## src/rtl/pingpong_transpose_rd.sv

```systemverilog
// pingpong_transpose_rd: two-bank tile buffer, row-major in; column-major out with PP_TRANSPOSE_EN, linear out otherwise
module pingpong_transpose_rd #(
    parameter int DAT_WIDTH  = 16,
    parameter int MEM_DEPTH  = 16,
    parameter int log2_DEPTH = 4
) (
    input  logic                  clk,
    input  logic                  rst,
    input  logic [log2_DEPTH-1:0] num_rows,
    input  logic [log2_DEPTH-1:0] num_cols,
    input  logic                  wr_vld,
    output logic                  wr_rdy,
    input  logic [DAT_WIDTH-1:0]  wr_dat,
    output logic                  out_vld,
    input  logic                  out_rdy,
    output logic [DAT_WIDTH-1:0]  out_dat,
    output logic                  out_last,
    output logic                  done
);
    typedef logic [log2_DEPTH-1:0] cnt_t;
    localparam cnt_t ONE = cnt_t'(1);

    logic [DAT_WIDTH-1:0] r_mem [2][MEM_DEPTH];
    logic [1:0] r_full;
    cnt_t       r_R [2];
    cnt_t       r_C [2];
    logic       r_wsel, r_rsel, r_done;
    cnt_t       r_waddr, r_wc, r_wr, r_raddr, r_rr, r_rc;

    logic w_wacc, w_first, w_wcol_end, w_wlast, w_rhs, w_rrow_end;
    cnt_t w_wR, w_wC, w_rR, w_rC, w_raddr_nxt;

    // the first word of a tile compares against the live ports, since the latch lands this same edge
    assign w_first    = (r_wc == '0) && (r_wr == '0);
    assign w_wR       = w_first ? num_rows : r_R[r_wsel];
    assign w_wC       = w_first ? num_cols : r_C[r_wsel];
    assign wr_rdy     = !r_full[r_wsel];
    assign w_wacc     = wr_vld && wr_rdy;
    assign w_wcol_end = r_wc == w_wC;
    assign w_wlast    = w_wcol_end && (r_wr == w_wR);

    assign w_rR       = r_R[r_rsel];
    assign w_rC       = r_C[r_rsel];
    assign out_vld    = r_full[r_rsel];
    assign out_dat    = out_vld ? r_mem[r_rsel][r_raddr] : '0;
    assign w_rrow_end = r_rr == w_rR;
    assign out_last   = out_vld && w_rrow_end && (r_rc == w_rC);
    assign w_rhs      = out_vld && out_rdy;
    assign done       = r_done;

`ifdef PP_TRANSPOSE_EN
    assign w_raddr_nxt = w_rrow_end ? r_rc + ONE : r_raddr + w_rC + ONE;
`else
    assign w_raddr_nxt = r_raddr + ONE;
`endif

    always_ff @(posedge clk) begin
        if (w_wacc)
            r_mem[r_wsel][r_waddr] <= wr_dat;
    end

    always_ff @(posedge clk) begin
        if (rst) begin
            r_full  <= '0;
            r_R     <= '{default: '0};
            r_C     <= '{default: '0};
            r_wsel  <= 1'b0;
            r_rsel  <= 1'b0;
            r_done  <= 1'b0;
            r_waddr <= '0;
            r_wc    <= '0;
            r_wr    <= '0;
            r_raddr <= '0;
            r_rr    <= '0;
            r_rc    <= '0;
        end else begin
            r_done <= w_rhs && out_last;
            if (w_wacc) begin
                if (w_first) begin
                    r_R[r_wsel] <= num_rows;
                    r_C[r_wsel] <= num_cols;
                end
                if (w_wlast) begin
                    r_full[r_wsel] <= 1'b1;
                    r_wsel         <= ~r_wsel;
                    r_waddr        <= '0;
                    r_wc           <= '0;
                    r_wr           <= '0;
                end else begin
                    r_waddr <= r_waddr + ONE;
                    r_wc    <= w_wcol_end ? '0 : r_wc + ONE;
                    r_wr    <= w_wcol_end ? r_wr + ONE : r_wr;
                end
            end
            // write and read banks differ whenever both end a tile together
            if (w_rhs) begin
                if (out_last) begin
                    r_full[r_rsel] <= 1'b0;
                    r_rsel         <= ~r_rsel;
                    r_raddr        <= '0;
                    r_rr           <= '0;
                    r_rc           <= '0;
                end else begin
                    r_raddr <= w_raddr_nxt;
                    r_rr    <= w_rrow_end ? '0 : r_rr + ONE;
                    r_rc    <= w_rrow_end ? r_rc + ONE : r_rc;
                end
            end
        end
    end
endmodule

```

## config.mk

```make
export PLATFORM = sky130hd
export DESIGN_NAME = pingpong_transpose_rd
export DESIGN_NICKNAME = d
export VERILOG_FILES = /design/src/rtl/pingpong_transpose_rd.sv
export SDC_FILE = /design/constraint.sdc
export NUM_CORES = 1
export LEC_CHECK = 0
export BUFFER_PORTS_ARGS = -buffer_cell sky130_fd_sc_hd__buf_2
export CORE_UTILIZATION = 40
export CTS_CLUSTER_DIAMETER = 60
export DETAILED_ROUTE_END_ITERATION = 8
export PLACE_DENSITY = 0.55
export REMOVE_ABC_BUFFERS = 1
export SETUP_SLACK_MARGIN = 0.5
export SLEW_MARGIN = 25
export SYNTH_ARGS = -nofsm -noshare
export SYNTH_HDL_FRONTEND = slang
export SYNTH_SLANG_ARGS = --single-unit
```

## constraint.sdc

```tcl
create_clock -name clk -period 5 [get_ports clk]
set_input_delay 0.75 -clock clk [delete_from_list [all_inputs] [get_ports clk]]
set_output_delay 0.75 -clock clk [all_outputs]
set_load 0.02 [all_outputs]
```

=== Word-level counts from Yosys, hierarchy flattened ===
Memories as Yosys holds them, arrays and structs flattened. A register that Yosys moved wholly into a read port is not among the register bits.
Cells that the tools add are included.

* Bits in writable memories: 512
* Register bits after elaboration: 45
* Logic and storage cells: 116
* Bits of input ports: 28
* Memories kept: 1

{| class="wikitable"
|+ Memory list
! memory !! words !! bits a word !! read ports !! clocked after memory_dff !! wr ports !! RTL line !! source
|-
| r_mem || 2 || 256 || 1 || 1 || 1 || 23 || <nowiki>logic [DAT_WIDTH-1:0] r_mem [2][MEM_DEPTH];</nowiki>
|}

* Muxes and demuxes: 51
* Order comparisons: 10
* Reductions and logical operators: 21
* Add/subtract/negate cells: 6
* Equal/unequal tests: 4
* Bitwise operators: 9

{| class="wikitable"
|+ Operator list
! cell !! count
|-
| $mux W256 || 1
|-
| $mux W4 || 25
|-
| $bmux W16 S4 || 1
|-
| $demux W16 S4 || 1
|-
| $mux W16 || 4
|-
| $add A4 B1 Y4 const B || 6
|-
| $bwmux W8 || 2
|-
| $eq A4 B4 Y1 || 4
|-
| $logic_and A1 B1 Y1 || 11
|-
| $ge A5 B5 Y1 const B || 2
|-
| $mux W2 || 5
|-
| $not A4 Y5 || 2
|-
| $reduce_and A2 Y1 || 5
|-
| $mux W1 || 9
|-
| $logic_not A4 Y1 || 2
|-
| $lt A5 B1 Y1 const B || 1
|-
| $demux W4 S1 || 1
|-
| $ge A2 B2 Y1 const B || 2
|-
| $lt A1 B2 Y1 const B || 2
|-
| $not A1 Y2 || 2
|-
| $reduce_bool A2 Y1 || 2
|-
| $and A2 B2 Y2 || 1
|-
| $demux W1 S1 || 2
|-
| $ge A1 B1 Y1 const B || 2
|-
| other kinds (5) || 6
|}

=== Logic depth before layout (Yosys ltp) ===
Gate-level depths: netlist of run 1.

* Depth after elaboration: 13
* Mapped depth: 10
* Depth with buffers taken out: 8

=== Least setup slack after synthesis of run 1 ===
OpenSTA, ideal clock, no wires.

* Kind: flip-flop to flip-flop
* Start: reg r_wsel
* End: mem r_mem[1][48] in the netlist's numbering (enable)
* Required time: 4612 ps
* Clock period less this slack: 3412 ps
* Arrival: 3023 ps
* Slack: 1588 ps
* Cell stages (with the launch flop): 9
* Path through: dfxtp_1 clkbuf_1 buf_1 mux2i_1 and2_1 clkbuf_1 clkbuf_1 nand2_1 nor2_1

* Word-level cells in the longest chain between the ends: 6

{| class="wikitable"
|+ Ends and longest elaborated chain
! what !! RTL line !! source
|-
| from (decl) || 27 || <nowiki>logic r_wsel, r_rsel, r_done;</nowiki>
|-
| from (signal assigned) || 85 || <nowiki>r_wsel <= ~r_wsel;</nowiki>
|-
| $mux W1 (not written as such) (2 in a row) || 37 || <nowiki>assign wr_rdy = !r_full[r_wsel];</nowiki>
|-
| $logic_not A1 Y1 || 37 ||
|-
| via wr_rdy || 12 || <nowiki>output logic wr_rdy,</nowiki>
|-
| $logic_and A1 B1 Y1 || 38 || <nowiki>assign w_wacc = wr_vld && wr_rdy;</nowiki>
|-
| $mux W1 || 58 || <nowiki>if (w_wacc)</nowiki>
|-
| $mux W256 (not written as such) || 59 || <nowiki>r_mem[r_wsel][r_waddr] <= wr_dat;</nowiki>
|-
| to (decl) || 23 ||
|}

The timed path passes the listed nets, and every way through them passes these cells. The select of a mux whose other input is x is not followed.

==> results of run 1 <==
Yosys cell counts, types with 4 or more instances:
master    instances  area [sq um]
nand3_1          11          55.1
ha_1             11           138
nand2_1          28           105
nand3b_1          6          45.0
edfxtp_1        512         15400
nor2b_1           4          25.0
a21oi_1          10          50.1
a211oi_1          5          37.5
mux2i_1          47           470
nor4_1            5          31.3
inv_1            11          41.3
mux4_2          160          3600
buf_1            21          78.8
nor2_1           81           304
nand4_1          10          62.6
xor2_1            9          78.8
o211ai_1          6          45.0
nor3_1            5          25.0
clkbuf_1         35           131
xnor2_1          15           131
dfxtp_1          46           921
cells by family after synthesis:
group / Yosys count / synth area share
buffers and inverters: 70 / 0.0126
XOR/XNOR: 24 / 0.00952
AND/OR/NAND/NOR: 171 / 0.0374
multiplexers: 209 / 0.185
adder cells (fa/ha/maj): 11 / 0.00623
flip-flops: 558 / 0.738
AO/OA/AOI/OAI: 36 / 0.0111
power by group through the flow:
stage / logic (mW) / clock network, mW / registers, mW
after floorplan: 0.157 / 0 / 5.24
after global placement: 0.302 / 0 / 5.24
after detailed placement: 0.308 / 0 / 5.24
after CTS: 0.308 / 4.12 / 5.14
after global routing: 0.334 / 4.29 / 5.14
final: 0.305 / 4.02 / 5.14
registers in the layout, indices dropped and copies added (netlist names), 2 cells and up, named ones only:
register  cells
r_waddr       4
r_C           8
r_rc          4
r_mem       512
r_wc          4
r_raddr       4
r_full        2
r_R           8
r_rr          4
r_wr          4
through the flow:
step                       util  std cells  setup TNS [ns]  area, sq um  setup WS (ns)
after detailed placement  0.432       1809               0        23400           1.41
after CTS                 0.465       1911               0        25200          0.887
after global placement    0.432       1809               0        23400           1.50
after global routing      0.465       1911               0        25200          0.720
final                     0.465       1911               0        25200          0.957
after floorplan               -       1020          -38.58        21900          -2.41
worst max-delay path: stages (launching register included):
cell and delay (ns):
dfxtp_4 0.63, buf_12 0.35, mux4_2 0.57, mux4_2 0.49, mux2i_1 0.31, nor2_1 0.07
buf_2 0.17
final cells by class:
cell class              count  area (sq um)
fillers                  4532         29000
flip-flops and latches    558         16300
multi-input cells         451          5610
clock buffers              69          1490
well taps                 696           871
repair buffers             93           631
clock inverters            33           264
inverters                  11          41.3
worst max path at each step:
stage | endpoint | slack (ns) | cells after the start
after floorplan | out_dat[0] | -2.41 | 4
final | out_dat[14] | 0.96 | 6
after global routing | out_dat[1] | 0.72 | 6
after detailed placement | r_mem[1][13] | 1.41 | 4
after global placement | r_mem[0][172] | 1.50 | 5
after CTS | out_dat[1] | 0.89 | 6
routing by layer:
metal / vias to the layer above / global-route usage / part of all wire
li1: 4636 / - / -
met1: 5600 / 0.246 / 0.43
met2: 316 / 0.292 / 0.49
met3: 81 / 0.0388 / 0.062
met4: 0 / 0.0523 / 0.024
met5: - / 0 / 0
==> flow_summary_export.csv, run 1 <==
group,metric,value,unit
timing,finalSetupViolations,0,
timing,relSlewSlack,0.346,
floorplan,rows,85,
worst_setup_path,rrSetupSlack,1.43,ns
placement,gp_congestion,0.787,
clock_network,root_buffer,"clkbuf_16",
worst_setup_path,timing.rr.end,"r_mem[0][175]",
detailed_routing,wl,49500,um
floorplan,die_area,56200,sq um
global_route,gr-usage-all-layers,0.180,
power,p_int,7.50,mW
detailed_routing,drt_first_pass_iters,5,
finish,final_nets,1211,
power,vdd_drop_max,0.259,mV
worst_setup_path,reg2reg_from,"r_wsel",
detailed_routing,vias_per_cell,5.56,
finish,area_growth,14.1,%
timing,fin_crit_sh,0.809,
finish,most-common-layout-cells,"edfxtp_1 (512), mux4_2 (160), clkbuf_16 (58)",
hold_path,hold_path_end,"r_R[3]",
clock_network,cts.sinks,558,
finish,layout_commonest_cell,"edfxtp_1",
clock_network,cts_setup_buffers,0,
worst_setup_path,rr_worst_depth,5,
clock_network,hold_buffers,0,
detailed_routing,postRouteAntennaNets,0,
timing,slew_viol_final,0,
hold_path,min_from,"num_rows[3]",
clock_network,cts_made_buffers,57,
power,power_leakage,7.76,nW
timing,tightest_slew,0.979,ns
detailed_routing,wl_per_cell,25.9,um
clock_network,cts_max_level,2,
floorplan,dieHeight,237,um
synthesis,synthCells,1079,
timing,fmax,247,MHz
finish,n_antenna_cell,0,
floorplan,die_x,237,um
floorplan,ios,48,
placement,hpwl,29700,um
synthesis,synth_edf_count,512,
global_route,antenna_found_initial,0,
status,status,"complete, no violations",
synthesis,ys_async_sr_fraction,0,
synthesis,yosysUniqueCellTypes,45,
global_route,grt_overflow,0,
floorplan,coreArea,54200,sq um
clock_network,clock_latency,0.61,ns
floorplan,initial_core_util,0.407,
global_route,grt_pass1_wl,73300,um
timing,hold_viol_final,0,
timing,finalCriticalPeriod,4.04,ns
synthesis,synth_ff_type,"edfxtp_1",
power,p_sw,1.97,mW
worst_setup_path,startpoint_type,"flop",
job,max_cap_viol_count,0,
global_route,grt_pass1_vias,11000,
worst_setup_path,worstPathArrival,3.29,ns
clock_network,clkTransAtPathRegs,0.06,ns
timing,hold_ws,0.428,ns
detailed_routing,drtIter0Drc,837,
timing,fin_skew,0.0217,ns
synthesis,ys_ff_latch,558,
worst_setup_path,crit_required,4.25,ns
clock_network,clockBufferDepth,3,
synthesis,syn-cell-area,22100,sq um
worst_setup_path,path_class,"reg -> out",
power,combPwrFrac,0.032,
clock_network,cts_tree,"yes",
power,power_frac_seq,0.543,
timing,rsz0062_at_grt,"no",
power,p_sw_frac,0.208,
synthesis,ys_warn_count,0,
placement,port_buffers,47,
worst_setup_path,crit_path_end_kind,"primary output",
power,pwr_density_cell,376,nW/um^2
detailed_routing,vias,10600,
hold_path,holdCritPathClass,"in -> reg",
worst_setup_path,cp_max_fo,43,
synthesis,avgSynthCellArea,20.5,sq um
detailed_routing,drc,0,
power,clockPowerShare,0.425,
synthesis,ys_seq_area_frac,0.738,
global_route,grt_max_degree,56,
clock_network,cts-resized-gates,0,
hold_path,holdPathStages,3,
finish,drive_above_1_share,0.314,
power,totalPowerFinal,9.47,mW
(Power assumes the default switching activity.)
==> run 2, diff against run 1 <==
clock period = 3.91 ns   (was 5 ns; I/O delays follow)
==> run 2 against run 1 <==
Effect of this change: critical path depth up 1; final area grew 2.7%; clock skew increased by 0.011 ns; power up 32%; clock power is 38% higher; wire length is 4.8% higher; flip-flop and latch count is the same; non-clock buffer count up 20; sequential share of layout area down 1.7 points; first-iteration DRC count shrank 0.84%; register-to-register slack worse by 0.47 ns; critical endpoint is now out_dat[7].
==> flow_summary_export.csv, run 2 (same netlist as run 1, synthesis figures left out) <==
group,metric,value,unit
status,status,"complete, no violations",
clock_network,cts.sinks,558,
timing,relSlewSlack,0.339,
global_route,grt_pass1_vias,11100,
finish,final_nets,1233,
clock_network,cts_tree,"yes",
worst_setup_path,reg2reg_from,"r_wr[3]",
worst_setup_path,crit_required,3.32,ns
global_route,antenna_found_initial,0,
detailed_routing,vias,10800,
power,vdd_drop_max,0.400,mV
finish,area_growth,17.2,%
clock_network,clockBufferDepth,3,
clock_network,clkTransAtPathRegs,0.06,ns
timing,fmax,290,MHz
finish,layout_commonest_cell,"edfxtp_1",
timing,hold_viol_final,0,
finish,n_antenna_cell,0,
detailed_routing,drtIter0Drc,830,
worst_setup_path,rr_worst_depth,6,
finish,most-common-layout-cells,"edfxtp_1 (512), mux4_2 (160), clkbuf_16 (65)",
detailed_routing,drc,0,
placement,gp_congestion,0.740,
timing,fin_setup_tns,0,ns
clock_network,cts_made_buffers,59,
floorplan,die_x,237,um
hold_path,holdPathStages,3,
timing,rsz0062_at_grt,"yes",
timing,tightest_slew,0.991,ns
global_route,grt_pass1_wl,75300,um
timing,finalSetupViolations,0,
floorplan,initial_core_util,0.407,
finish,num-fill-cells,4527,
finish,largest_reg_flops,512,
global_route,grt_overflow,0,
worst_setup_path,crit_path_end_kind,"primary output",
worst_setup_path,timing.rr.end,"r_full[0]",
placement,port_buffers,47,
detailed_routing,vias_per_cell,5.57,
global_route,grt_max_degree,38,
timing,slew_viol_final,0,
clock_network,cts_max_level,2,
detailed_routing,postRouteAntennaNets,0,
finish,final_core_util,0.477,
worst_setup_path,worstPathArrival,2.87,ns
clock_network,root_buffer,"clkbuf_16",
finish,top_regs,"r_mem x512, r_C x8, r_R x8",
clock_network,hold_buffers,0,
hold_path,holdCritPathClass,"in -> reg",
detailed_routing,wl,51900,um
worst_setup_path,cp_max_fo,8,
floorplan,die_area,56200,sq um
global_route,gr-usage-all-layers,0.187,
worst_setup_path,rrSetupSlack,0.96,ns
clock_network,clock_latency,0.63,ns
finish,drive_above_1_share,0.329,
floorplan,coreArea,54200,sq um
worst_setup_path,crit_end,"out_dat[7]",
floorplan,dieHeight,237,um
job,max_cap_viol_count,0,
timing,fin_crit_sh,0.883,
detailed_routing,wl_per_cell,26.7,um
worst_setup_path,startpoint_type,"flop",
worst_setup_path,path_class,"reg -> out",
power,pwr_density_cell,483,nW/um^2
placement,hpwl,27800,um
floorplan,ios,48,
timing,finalCriticalPeriod,3.45,ns
finish,regArea,16300,sq um
timing,fin_skew,0.0322,ns
finish,top_register,"r_mem",
finish,multiInputGateArea,5640,sq um
power,power_leakage,8.05,nW
floorplan,rows,85,
detailed_routing,drt_first_pass_iters,5,
-- run 2: cell count changes in the layout (fill, tap and decap cells not counted), sizes merged --
cell / change
clkinvlp: -1
buf: +15
bufinv: +2
clkinv: -6
clkbuf: +19
-- run 2: what timing repair did --
action	CTS	global route
setup buffers	4	1
setup endpoints to repair	17	17
pin swaps	0	1
gates resized for setup	20	3
gates cloned	7	6
-- run 2: how the worst min path moves through the flow --
stage	slack, ns	start	end
2_1_floorplan	0.47	r_rc[0]	r_rc[0]
3_3_place_gp	0.50	r_C[6]	r_C[6]
3_5_place_dp	0.50	r_raddr[2]	r_raddr[2]
4_1_cts	0.22	num_rows[3]	r_R[3]
5_1_grt	0.26	num_cols[2]	r_C[2]
6_report	0.25	num_rows[1]	r_R[1]
-- run 2: cell type report --
| type | count | share of cell area |
|---|---|---|
| multi-input combinational | 451 | 0.218 |
| inverter | 11 | 0.00159 |
| clock buffer | 83 | 0.0629 |
| timing repair buffer | 113 | 0.0424 |
| tap | 696 | 0.0336 |
| sequential | 558 | 0.630 |
| clock inverter | 28 | 0.0116 |
-- run 2: report_power, final --
group          switching [mW]  internal, mW  leakage (nW)
combinational           0.256         0.131          2.12
clock                    2.30          3.24         0.940
sequential             0.0216          6.55          4.99
total                    2.57          9.92          8.05
-- run 2: layer usage --
layer | vias to the layer above | wire (um) | global-route usage | part of all wire
met4 | 0 | 879 | 0.0427 | 0.017
met1 | 5783 | 23400 | 0.262 | 0.45
met5 | - | 0 | 0 | 0
met2 | 269 | 25100 | 0.303 | 0.48
li1 | 4688 | - | - | -
met3 | 57 | 2490 | 0.0356 | 0.048
-- run 2: stage by stage --
stage	area [sq um]	instances	hold slack, ns	setup WS [ns]	total power, mW
5_1_grt	25900	1940	0.262	0.358	12.9
6_report	25900	1940	0.250	0.456	12.5
2_1_floorplan	21900	1020	0.475	-3.34	6.90
4_1_cts	25700	1933	0.221	0.425	12.6
3_3_place_gp	23500	1811	0.497	0.804	7.08
3_5_place_dp	23500	1811	0.503	0.777	7.09
-- run 2: worst max-delay path, stage by stage (launching register included) --
cell	delay [ns]
dfxtp_4	0.38
buf_12	0.18
buf_16	0.16
mux4_2	0.50
mux4_2	0.57
mux2i_2	0.21
nor2_1	0.07
buf_2	0.17
==> run 3, diff against run 2 <==
RECOVER_POWER = 100   (was not set)
==> run 3 against run 2 <==
Effect of this change: sequential share of layout area up 0.41 points; critical endpoint is now out_dat[11]; power about the same; largest cell class unchanged; register-to-register slack worse by 0.45 ns; final area down 0.65%; die area unchanged; largest power group unchanged; critical path type unchanged.
==> flow_summary_export.csv, run 3 (same netlist as run 1, synthesis figures left out) <==
group,metric,value,unit
hold_path,holdPathStages,3,
power,p_int,9.92,mW
global_route,grt_pass1_vias,11100,
clock_network,cts.sinks,558,
worst_setup_path,startpoint_type,"flop",
global_route,grt_overflow,0,
hold_path,min_from,"num_rows[1]",
detailed_routing,vias_per_cell,5.55,
clock_network,root_buffer,"clkbuf_16",
finish,top_register,"r_mem",
floorplan,die_x,237,um
power,p_sw,2.57,mW
detailed_routing,drc,0,
floorplan,coreArea,54200,sq um
detailed_routing,drt_first_pass_iters,5,
timing,rsz0062_at_grt,"yes",
timing,slew_viol_final,0,
global_route,grt_pass1_wl,75300,um
clock_network,clkTransAtPathRegs,0.06,ns
detailed_routing,drtIter0Drc,807,
finish,most-common-layout-cells,"edfxtp_1 (512), mux4_2 (160), clkbuf_16 (65)",
finish,final_core_util,0.474,
worst_setup_path,path_cells,"clkbuf_2 -> buf_12 -> mux4_2 -> mux4_2 -> mux2i_1 -> nor2_1 -> clkbuf_1",
clock_network,clock_latency,0.63,ns
status,status,"complete, no violations",
timing,relSlewSlack,0.0397,
floorplan,die_area,56200,sq um
power,p_sw_frac,0.206,
placement,place_area,23500,sq um
worst_setup_path,cp_common_cell,"mux4_2",
floorplan,initial_core_util,0.407,
worst_setup_path,rr_worst_depth,6,
clock_network,cts_made_buffers,59,
global_route,grt_max_degree,38,
job,max_cap_viol_count,0,
worst_setup_path,crit_required,3.32,ns
worst_setup_path,crit_cells,7,
power,pwr_density_cell,486,nW/um^2
detailed_routing,postRouteAntennaNets,0,
timing,fin_skew,0.0346,ns
power,totalPowerFinal,12.5,mW
placement,port_buffers,47,
clock_network,clockBufferDepth,3,
finish,fin_area,25700,sq um
placement,gp_congestion,0.740,
detailed_routing,wl,51900,um
timing,hold_ws,0.249,ns
power,clockPowerShare,0.443,
timing,fin_setup_tns,0,ns
floorplan,dieHeight,237,um
global_route,gr-usage-all-layers,0.187,
finish,area_growth,16.4,%
clock_network,hold_buffers,0,
worst_setup_path,slowest_delay,0.53,ns
clock_network,cts_tree,"yes",
timing,finalCriticalPeriod,3.55,ns
timing,hold_viol_final,0,
timing,fin_crit_sh,0.907,
finish,num-fill-cells,4565,
worst_setup_path,cp_num_buf_inv,3,
finish,final_nets,1233,
finish,top_regs,"r_mem x512, r_C x8, r_R x8",
finish,n_antenna_cell,0,
timing,tightest_slew,1.44,ns
timing,fmax,282,MHz
placement,hpwl,27800,um
finish,layout_commonest_cell,"edfxtp_1",
worst_setup_path,cpMaxStageDelayCell,"mux4_2",
power,vdd_drop_max,0.401,mV
hold_path,holdCritPathClass,"in -> reg",
worst_setup_path,worst_path_dominant_cell_family,"multiplexers",
finish,drive_above_1_share,0.297,
detailed_routing,vias,10800,
power,combPwrFrac,0.030,
floorplan,rows,85,
worst_setup_path,reg2reg_from,"r_wsel",
finish,largest_reg_flops,512,
detailed_routing,wl_per_cell,26.8,um
power,power_frac_seq,0.527,
global_route,antenna_found_initial,0,
worst_setup_path,path_class,"reg -> out",
worst_setup_path,crit_path_end_kind,"primary output",
timing,finalSetupViolations,0,
worst_setup_path,worstPathArrival,2.96,ns
clock_network,cts_max_level,2,
floorplan,ios,48,
worst_setup_path,cp_max_fo,5,
power,power_leakage,7.94,nW
## run 3: changes by cell type in the layout (fill, tap and decap cells not counted), moves of 2 or more
cell / previous run / this run
or4_1: 3 / 5
buf_2: 45 / 23
clkbuf_1: 19 / 45
clkbuf_2: 0 / 30
and2_1: 3 / 1
and2_0: 0 / 2
nor2_1: 49 / 55
buf_4: 45 / 11
nor2_2: 32 / 26
or4_4: 2 / 0
## run 3: path summary, 6_finish.rpt
path	slack, ns	to
setup / recovery	0.36	out_dat[11]
hold / removal	0.25	r_R[1]
setup reg to reg	0.51	r_mem[1][167]
hold reg to reg	0.51	r_waddr[1]
## run 3: tightest hold or removal path, cell delays in order
cell     delay [ns]
buf_2          0.11
mux2i_1        0.06
nor2_1         0.07
## run 3: layer usage
metal,up-vias,part of all wire,GRT usage
li1,4694,-,-
met1,5753,0.45,0.262
met3,57,0.050,0.0356
met2,265,0.48,0.303
met4,0,0.017,0.0427
met5,-,0,0
## run 3: timing repair
action,4_1_cts,5_1_grt
pin swaps,0,1
buffers inserted,4,1
endpoints found under the setup margin,17,17
resized for setup,20,3
cloned,7,6
## run 3: per-stage QoR
step | worst slack, ns | instances
2_1_floorplan | -3.34 | 1020
3_3_place_gp | 0.804 | 1811
3_5_place_dp | 0.777 | 1811
4_1_cts | 0.425 | 1933
5_1_grt | 0.213 | 1940
6_report | 0.362 | 1940
## run 3: layout make-up
class | count | area, sq um | share of cell area
clock inverters | 28 | 300 | 0.0117
inverters | 11 | 41.3 | 0.00161
multi-input cells | 451 | 5590 | 0.217
repair buffers | 113 | 981 | 0.0381
flip-flops and latches | 558 | 16300 | 0.634
well taps | 696 | 871 | 0.0339
clock buffers | 83 | 1630 | 0.0633
## run 3: power groups by stage
stage | clock [mW] | sequential (mW) | combinational (mW)
final | 5.53 | 6.58 | 0.374
after global routing | 5.88 | 6.58 | 0.413
after CTS | 5.64 | 6.57 | 0.391
after detailed placement | 0 | 6.70 | 0.387
after global placement | 0 | 6.70 | 0.376
after floorplan | 0 | 6.70 | 0.201
